===== config.mk =====
export PLATFORM = sky130hd
export DESIGN_NAME = fifo_rd_stream
export DESIGN_NICKNAME = d
export VERILOG_FILES = /design/src/rtl/fifo_rd_stream.sv
export SDC_FILE = /design/constraint.sdc
export NUM_CORES = 1
export LEC_CHECK = 0
export ABC_AREA = 1
export CAP_MARGIN = 20
export CORE_ASPECT_RATIO = 1.1
export CORE_MARGIN = 1.5
export CORE_UTILIZATION = 50
export DETAILED_ROUTE_END_ITERATION = 8
export PLACE_DENSITY_LB_ADDON = 0.15
export SYNTH_ARGS = -nofsm -noshare
export SYNTH_HDL_FRONTEND = slang
export SYNTH_SLANG_ARGS = --single-unit

===== constraint.sdc =====
create_clock -name rdclk -period 4.2 [get_ports rdclk]
set_input_delay 0.42 -clock rdclk [delete_from_list [all_inputs] [get_ports rdclk]]
set_output_delay 0.42 -clock rdclk [all_outputs]
set_load 0.005 [all_outputs]

===== src/rtl/fifo_rd_stream.sv =====
// fifo_rd_stream
// Read-side consumer of the 32-bit dual-clock FIFO, entirely in the FIFO read
// clock domain. Words are popped with the FIFO's normal-mode (non-show-ahead)
// protocol, so read data arrives one cycle after an accepted rdreq. They land
// in a 3-entry skid buffer and leave as a valid/ready stream framed into
// fixed-length packets.
//
// Ports:
//   rdclk        read-domain clock
//   aclr         asynchronous active-high reset
//   rd_en        enables issuing new FIFO reads (in-flight/buffered words still drain)
//   fifo_q       FIFO read data, valid the cycle after an accepted rdreq
//   fifo_rdempty FIFO empty flag
//   fifo_rdreq   FIFO read request
//   out_data     stream data (head of the skid buffer)
//   out_valid    stream data valid
//   out_ready    downstream accept
//   out_sop      first beat of a packet, qualified by out_valid
//   out_eop      last beat of a packet, qualified by out_valid
//   beat_cnt     index of the current beat within the packet
module fifo_rd_stream #(
   parameter int DATA_W  = 32,
   parameter int PKT_LEN = 256,
   parameter int CNT_W   = 16
) (
   input  logic              rdclk,
   input  logic              aclr,
   input  logic              rd_en,
   input  logic [DATA_W-1:0] fifo_q,
   input  logic              fifo_rdempty,
   output logic              fifo_rdreq,
   output logic [DATA_W-1:0] out_data,
   output logic              out_valid,
   input  logic              out_ready,
   output logic              out_sop,
   output logic              out_eop,
   output logic [CNT_W-1:0]  beat_cnt
);

   localparam logic [CNT_W-1:0] LAST_BEAT = CNT_W'(PKT_LEN - 1);

   logic [DATA_W-1:0] mem [3];
   logic [1:0]        head;
   logic [1:0]        tail;
   logic [1:0]        count;
   logic              inflight;
   logic              push;
   logic              pop;
   logic [2:0]        occupancy;

   function automatic logic [1:0] ptr_next(input logic [1:0] p);
      return (p == 2'd2) ? 2'd0 : p + 2'd1;
   endfunction

   function automatic logic [CNT_W-1:0] beat_next(input logic [CNT_W-1:0] b);
      return (b == LAST_BEAT) ? '0 : b + CNT_W'(1);
   endfunction

   // A word already requested will land next cycle, so it reserves a slot now.
   // Limiting buffered + in-flight to 2 before issuing keeps the buffer from
   // overflowing even if downstream stalls forever. out_ready is deliberately
   // not part of this term so no combinational path runs from it to rdreq.
   assign occupancy  = {1'b0, count} + {2'b00, inflight};
   assign fifo_rdreq = ~aclr & rd_en & ~fifo_rdempty & (occupancy <= 3'd2);

   assign push      = inflight;
   assign pop       = out_valid & out_ready;
   assign out_valid = (count != 2'd0);
   assign out_data  = mem[head];
   assign out_sop   = (beat_cnt == '0);
   assign out_eop   = (beat_cnt == LAST_BEAT);

   // Control: in-flight flag, buffer pointers/count, packet beat counter
   always_ff @(posedge rdclk or posedge aclr) begin
      if (aclr) begin
         inflight <= 1'b0;
         head     <= 2'd0;
         tail     <= 2'd0;
         count    <= 2'd0;
         beat_cnt <= '0;
      end else begin
         inflight <= fifo_rdreq;
         if (push) tail <= ptr_next(tail);
         if (pop)  head <= ptr_next(head);
         case ({push, pop})
            2'b10:   count <= count + 2'd1;
            2'b01:   count <= count - 2'd1;
            default: count <= count;
         endcase
         if (pop) beat_cnt <= beat_next(beat_cnt);
      end
   end

   // Storage: cleared on reset so out_data reads zero until the first word
   always_ff @(posedge rdclk or posedge aclr) begin
      if (aclr) begin
         for (int i = 0; i < 3; i++) mem[i] <= '0;
      end else if (push) begin
         mem[tail] <= fifo_q;
      end
   end

   // A word arriving while all three slots are occupied would be lost.
   a_no_overflow: assert property (@(posedge rdclk) disable iff (aclr)
      !(push && count == 2'd3));

endmodule


# == Word level (Yosys, flattened, before mapping) ==
# Cells that the tools add are included.
# totals
inputBits,37
out_inout_bits,52
register_bits,119
# classes
n_addsub,6
muxes,10
n_eq_ne,5
order_cmp,4
n_reduce_logical,4
bitwise_logic,8
# ops
operator,count
$bwmux 96,1
$mux 32,3
$bmux 32 s2,1
$demux 32 s2,1
$add 16x1->16 const B,1
$eq 16x8->1 const B,1
$logic_not 16->1,1
$mux 16,1
$add 2x1->2 const B,3
$eq 2x2->1 const B,3
$ge 3x3->1 const B,2
$not 2->3,2
$and 1x1->1,4
$mux 2,2
$pmux 2 s2,1
$reduce_bool 2->1,2
$add 2x1->3,1
$le 3x2->1 const B,1
$lt 3x1->1 const B,1
$eq 2x1->1 const B,1
$not 1->1,2
$sub 2x1->2 const B,1
$logic_and 1x1->1,1

# == Depth between registers and ports, before layout ==
# depth
word_depth,6
ltp_mapped,9

# == Worst setup path before layout ==
# OpenSTA, ideal clock, no wires.
# synth_path
path_kind,register -> output
start,register count[0]
end,output fifo_rdreq
path_stages_with_launch,6
setup_slack_ps,2529
t_required_ps,3780
t_arrival_ps,1251
path_cell_list,dfrtp_1 ha_1 inv_1 ha_1 nor3b_1 o211a_1
# synth_via
elab_chain_cells,3
# synth_rtl
element,line,text
"start, declared",45,logic [1:0] count;
"start signal, assigned",86,2'b10: count <= count + 2'd1;
"start signal, assigned",87,2'b01: count <= count - 2'd1;
"start signal, assigned",88,default: count <= count;
$add 2x1->3,63,"assign occupancy = {1'b0, count} + {2'b00, inflight};"
$le 3x2->1,64,assign fifo_rdreq = ~aclr & rd_en & ~fifo_rdempty & (occupancy <= 3'd2);
$and 1x1->1,64,
"end, declared",31,"output logic fifo_rdreq,"
# Every way passes these cells.

# == Worst setup path in the final report ==
# layout_path
start,register head[0]
end,output out_data[8]
# layout_via
elab_chain_cells,4
# layout_rtl
element,line,text
"start, declared",43,logic [1:0] head;
"start signal, assigned",84,if (pop) head <= ptr_next(head);
$not 2->3 (implied by the code),69,assign out_data = mem[head];
$bmux 32 s2,69,
$mux 32 (implied by the code) (2 in series),69,
"end, declared",32,"output logic [DATA_W-1:0] out_data,"
# Every way passes these cells. The select of a mux whose other input is x is not followed.

==> results.tsv <==
metric	value	unit
result of the run	finished clean	
power share of the combinational group	37.2	%
number of buffers created by CTS	17	
Setup Crit Path Kind	flop to output port	
number of setup buffers added after CTS	0	
worst hold slack across all endpoints	0.483	ns
1st-iter DRT viols	278	
clock tree root driver cell	sky130_fd_sc_hd__clkbuf_16	
initial core utilization	50.9	%
Async SR Flop Fraction	100	%
pre-CTS WS	1.66	ns
Final Worst Setup Slack	1.33	ns
Max-slew headroom	54.1	%
biggest fanout along the worst timing path	17	
part of the power in registers	36.7	%
utilization of the core after routing	65.6	%
first drt pass iteration count	5	
Power, Total	5.54	mW
Syn-to-layout area delta	28.8	%
Leakage Power	3.58	nW
number of cells produced by synthesis	682	
number of routed nets with antenna violations	0	
highest achievable clock rate	348	MHz
mean number of vias per cell	5.20	
switching power	1.85	mW
number of synthesis warnings	0	
total of max-cap violations	0	
xor/xnor cell area share of the yosys netlist	0.950	%
horizontal extent of the die	103	um
IO buf count	88	
final layout net count	806	
number of H-tree levels	4	
final-layout setup total negative slack	0	ns
largest net degree at the start of global routing	66	
via count of the routed design	4796	
Placement Rows	40	
final clock skew	0.00583	ns
DPL Wire Length	7.96	mm
max-slew violation count	0	
total clock sinks	119	
area of the die	11700	um2
clock power share	26.1	%
total standard cell area after synthesis	5530	um2
quantity of hold-fixing buffers added after cts	0	
final setup fails	0	
post-synthesis simple-gate area fraction	25.9	%
clock tree from TritonCTS	yes	
count of flip-flops with a built-in enable after synthesis	0	
DRC errors left	0	
initial antenna violation count	0	
count of cell types in the netlist	29	
number of global-route vias before repair	4655	
total gr overflow	0	
required time reported for the critical path endpoint	3.78	ns
Net Count, Synth	725	
Fill cells	931	
count of inserted antenna diode cells	0	
latest clock arrival within the worst-skew pair	0.40	ns
Core Area	10900	um2
Hold Vio Cnt, Final	0	
post-synthesis sequential element count	119	
worst vdd ir	0.000365	V
count of cells resized by post-cts repair	0	
combined global-route utilization of all metal layers	24.5	%
post-route minimum period	2.87	ns
Worst Max-Slew Pin Slew	0.688	ns
Arr. time, crit path	2.45	ns
Tcrit/Tclk final	68.4	%
multiplexer share of the synthesized area	0	%
cell internal pwr	3.69	mW
P per Cell Area	777	nW/um2
number of buffers on the longest clock path	2	
complex-gate fraction of the synthesized area	9.98	%
clock-pin slew on the worst setup and hold paths	0.05	ns
min-delay worst type	flop to flop	
launching element type of the critical path	flop	
final weighted congestion of routability-driven global placement	0.809	
global-route wire length before repair	22.1	mm
Post-Synthesis Mean Instance Area	8.11	um2
fraction of power spent switching nets	33.4	%
Top-Level Pins	89	
CP Capture Type	output port	
Final Routed Wirelength	13.1	mm
sequential-to-total area share from yosys stat	53.8	%
slack of the worst reg-to-reg path	2.36	ns
proportion of layout cells with a drive suffix above 1	6.96	%
unrepaired setup endpoints after global routing	no	
post-detailed-route wirelength per cell	14.2	um
vertical die dimension	113	um
most used flip-flop cell after synthesis	sky130_fd_sc_hd__dfrtp_1	
combinational family with the most area after synthesis	simple AND/OR/NAND/NOR gates	
adder-cell share of the synthesized area	1.36	%
kinds of logic after synthesis:
kind of cell / Yosys count
AOI/OAI and AO/OA: 108
xor gates and xnor gates: 6
adders and majority gates: 6
buffers and inverters: 108
DFF: 119
and+or+nand+nor: 335
sequential cells by signal (all words and copies together), names as in the netlist:
name,count
mem,96
head,2
tail,2
inflight,1
beat_cnt,16
count,2
through the flow:
step,instances,instance area [um2]
3_5_place_dp,890,6510
2_1_floorplan,682,5530
4_1_cts,922,7100
6_report,923,7130
3_3_place_gp,890,6510
5_1_grt,923,7130
worst max-delay path, stage by stage (launching register included):
cell and delay (ns):
sky130_fd_sc_hd__dfrtp_1 0.37, sky130_fd_sc_hd__inv_1 0.07, sky130_fd_sc_hd__nand2_1 0.06, sky130_fd_sc_hd__inv_1 0.44, sky130_fd_sc_hd__buf_4 0.36, sky130_fd_sc_hd__nand2_1 0.09
sky130_fd_sc_hd__nand3_1 0.13, sky130_fd_sc_hd__clkdlybuf4s50_1 0.52
cell usage after synthesis (2+ instances only):
library cell / count / area share [%]
sky130_fd_sc_hd__buf_2: 15 / 1.4
sky130_fd_sc_hd__dfrtp_1: 119 / 54
sky130_fd_sc_hd__nand4_1: 4 / 0.45
sky130_fd_sc_hd__xnor2_1: 3 / 0.48
sky130_fd_sc_hd__o21ai_0: 94 / 8.5
sky130_fd_sc_hd__nand3_1: 77 / 7.0
sky130_fd_sc_hd__nand2_1: 211 / 14
sky130_fd_sc_hd__inv_1: 71 / 4.8
sky130_fd_sc_hd__nor3_1: 2 / 0.18
sky130_fd_sc_hd__o21ai_1: 10 / 0.90
sky130_fd_sc_hd__nor2_2: 5 / 0.57
sky130_fd_sc_hd__ha_1: 6 / 1.4
sky130_fd_sc_hd__clkbuf_2: 3 / 0.27
sky130_fd_sc_hd__inv_2: 2 / 0.14
sky130_fd_sc_hd__nand2_2: 2 / 0.23
sky130_fd_sc_hd__clkbuf_1: 15 / 1.0
sky130_fd_sc_hd__xor2_1: 3 / 0.48
sky130_fd_sc_hd__nor2_1: 28 / 1.9
sky130_fd_sc_hd__nor2_4: 2 / 0.41
path summary, 6_finish.rpt:
path	cells after the start	end	start
min in group asynchronous	2	inflight	aclr
worst max register to register	4	mem[37]	inflight
worst min-delay path	2	mem[80]	mem[80]
max in group asynchronous	3	mem[63]	aclr
worst max-delay path	7	out_data[8]	head[0]
worst min register to register	2	mem[80]	mem[80]
area by class of cell:
type	count	area [um2]	share of cell area (%)
timing repair buffer	96	973	13.7
clock inverter	9	124	1.74
clock buffer	23	468	6.57
sequential	119	2980	41.8
tap	147	184	2.58
multi-input combinational	455	2120	29.7
inverter	74	280	3.93
power by group through the flow:
stage | Combinational, mW | Sequential (mW) | Clock (mW)
floorplan | 1.12 | 1.95 | 0
global placement | 1.97 | 2.01 | 0
detailed placement | 2.02 | 2.04 | 0
CTS | 2.05 | 2.03 | 1.46
global route | 2.32 | 2.10 | 1.53
finish | 2.06 | 2.03 | 1.45
layout by cell type, fill, tap and decap left out, types with 2 or more instances in the layout:
cell                              netlist  final
sky130_fd_sc_hd__nor3_1                 2      2
sky130_fd_sc_hd__xnor2_1                3      3
sky130_fd_sc_hd__clkinv_2               0      5
sky130_fd_sc_hd__xor2_1                 3      3
sky130_fd_sc_hd__buf_4                  0      6
sky130_fd_sc_hd__nor2_2                 5      5
sky130_fd_sc_hd__clkdlybuf4s50_1        0     88
sky130_fd_sc_hd__nor2_1                28     28
sky130_fd_sc_hd__clkbuf_1              15      4
sky130_fd_sc_hd__inv_2                  2      2
sky130_fd_sc_hd__o21ai_1               10     10
sky130_fd_sc_hd__clkbuf_16              0     17
sky130_fd_sc_hd__clkbuf_8               0      2
sky130_fd_sc_hd__ha_1                   6      6
sky130_fd_sc_hd__nand3_1               77     75
sky130_fd_sc_hd__nand4_1                4      4
sky130_fd_sc_hd__nand3_2                1      3
sky130_fd_sc_hd__nand2_2                2      2
sky130_fd_sc_hd__dfrtp_1              119    119
sky130_fd_sc_hd__nor2_4                 2      2
sky130_fd_sc_hd__inv_1                 71     70
sky130_fd_sc_hd__o21ai_0               94     94
sky130_fd_sc_hd__nand2_1              211    211
sky130_fd_sc_hd__bufinv_16              0      3
per-layer routing:
metal / track usage [%] / wire [um]
met3: 5.50 / 719
met5: 0 / 0
met1: 31.7 / 5760
met2: 39.0 / 6370
met4: 11.3 / 267
Power figures use the tool's default switching activity.
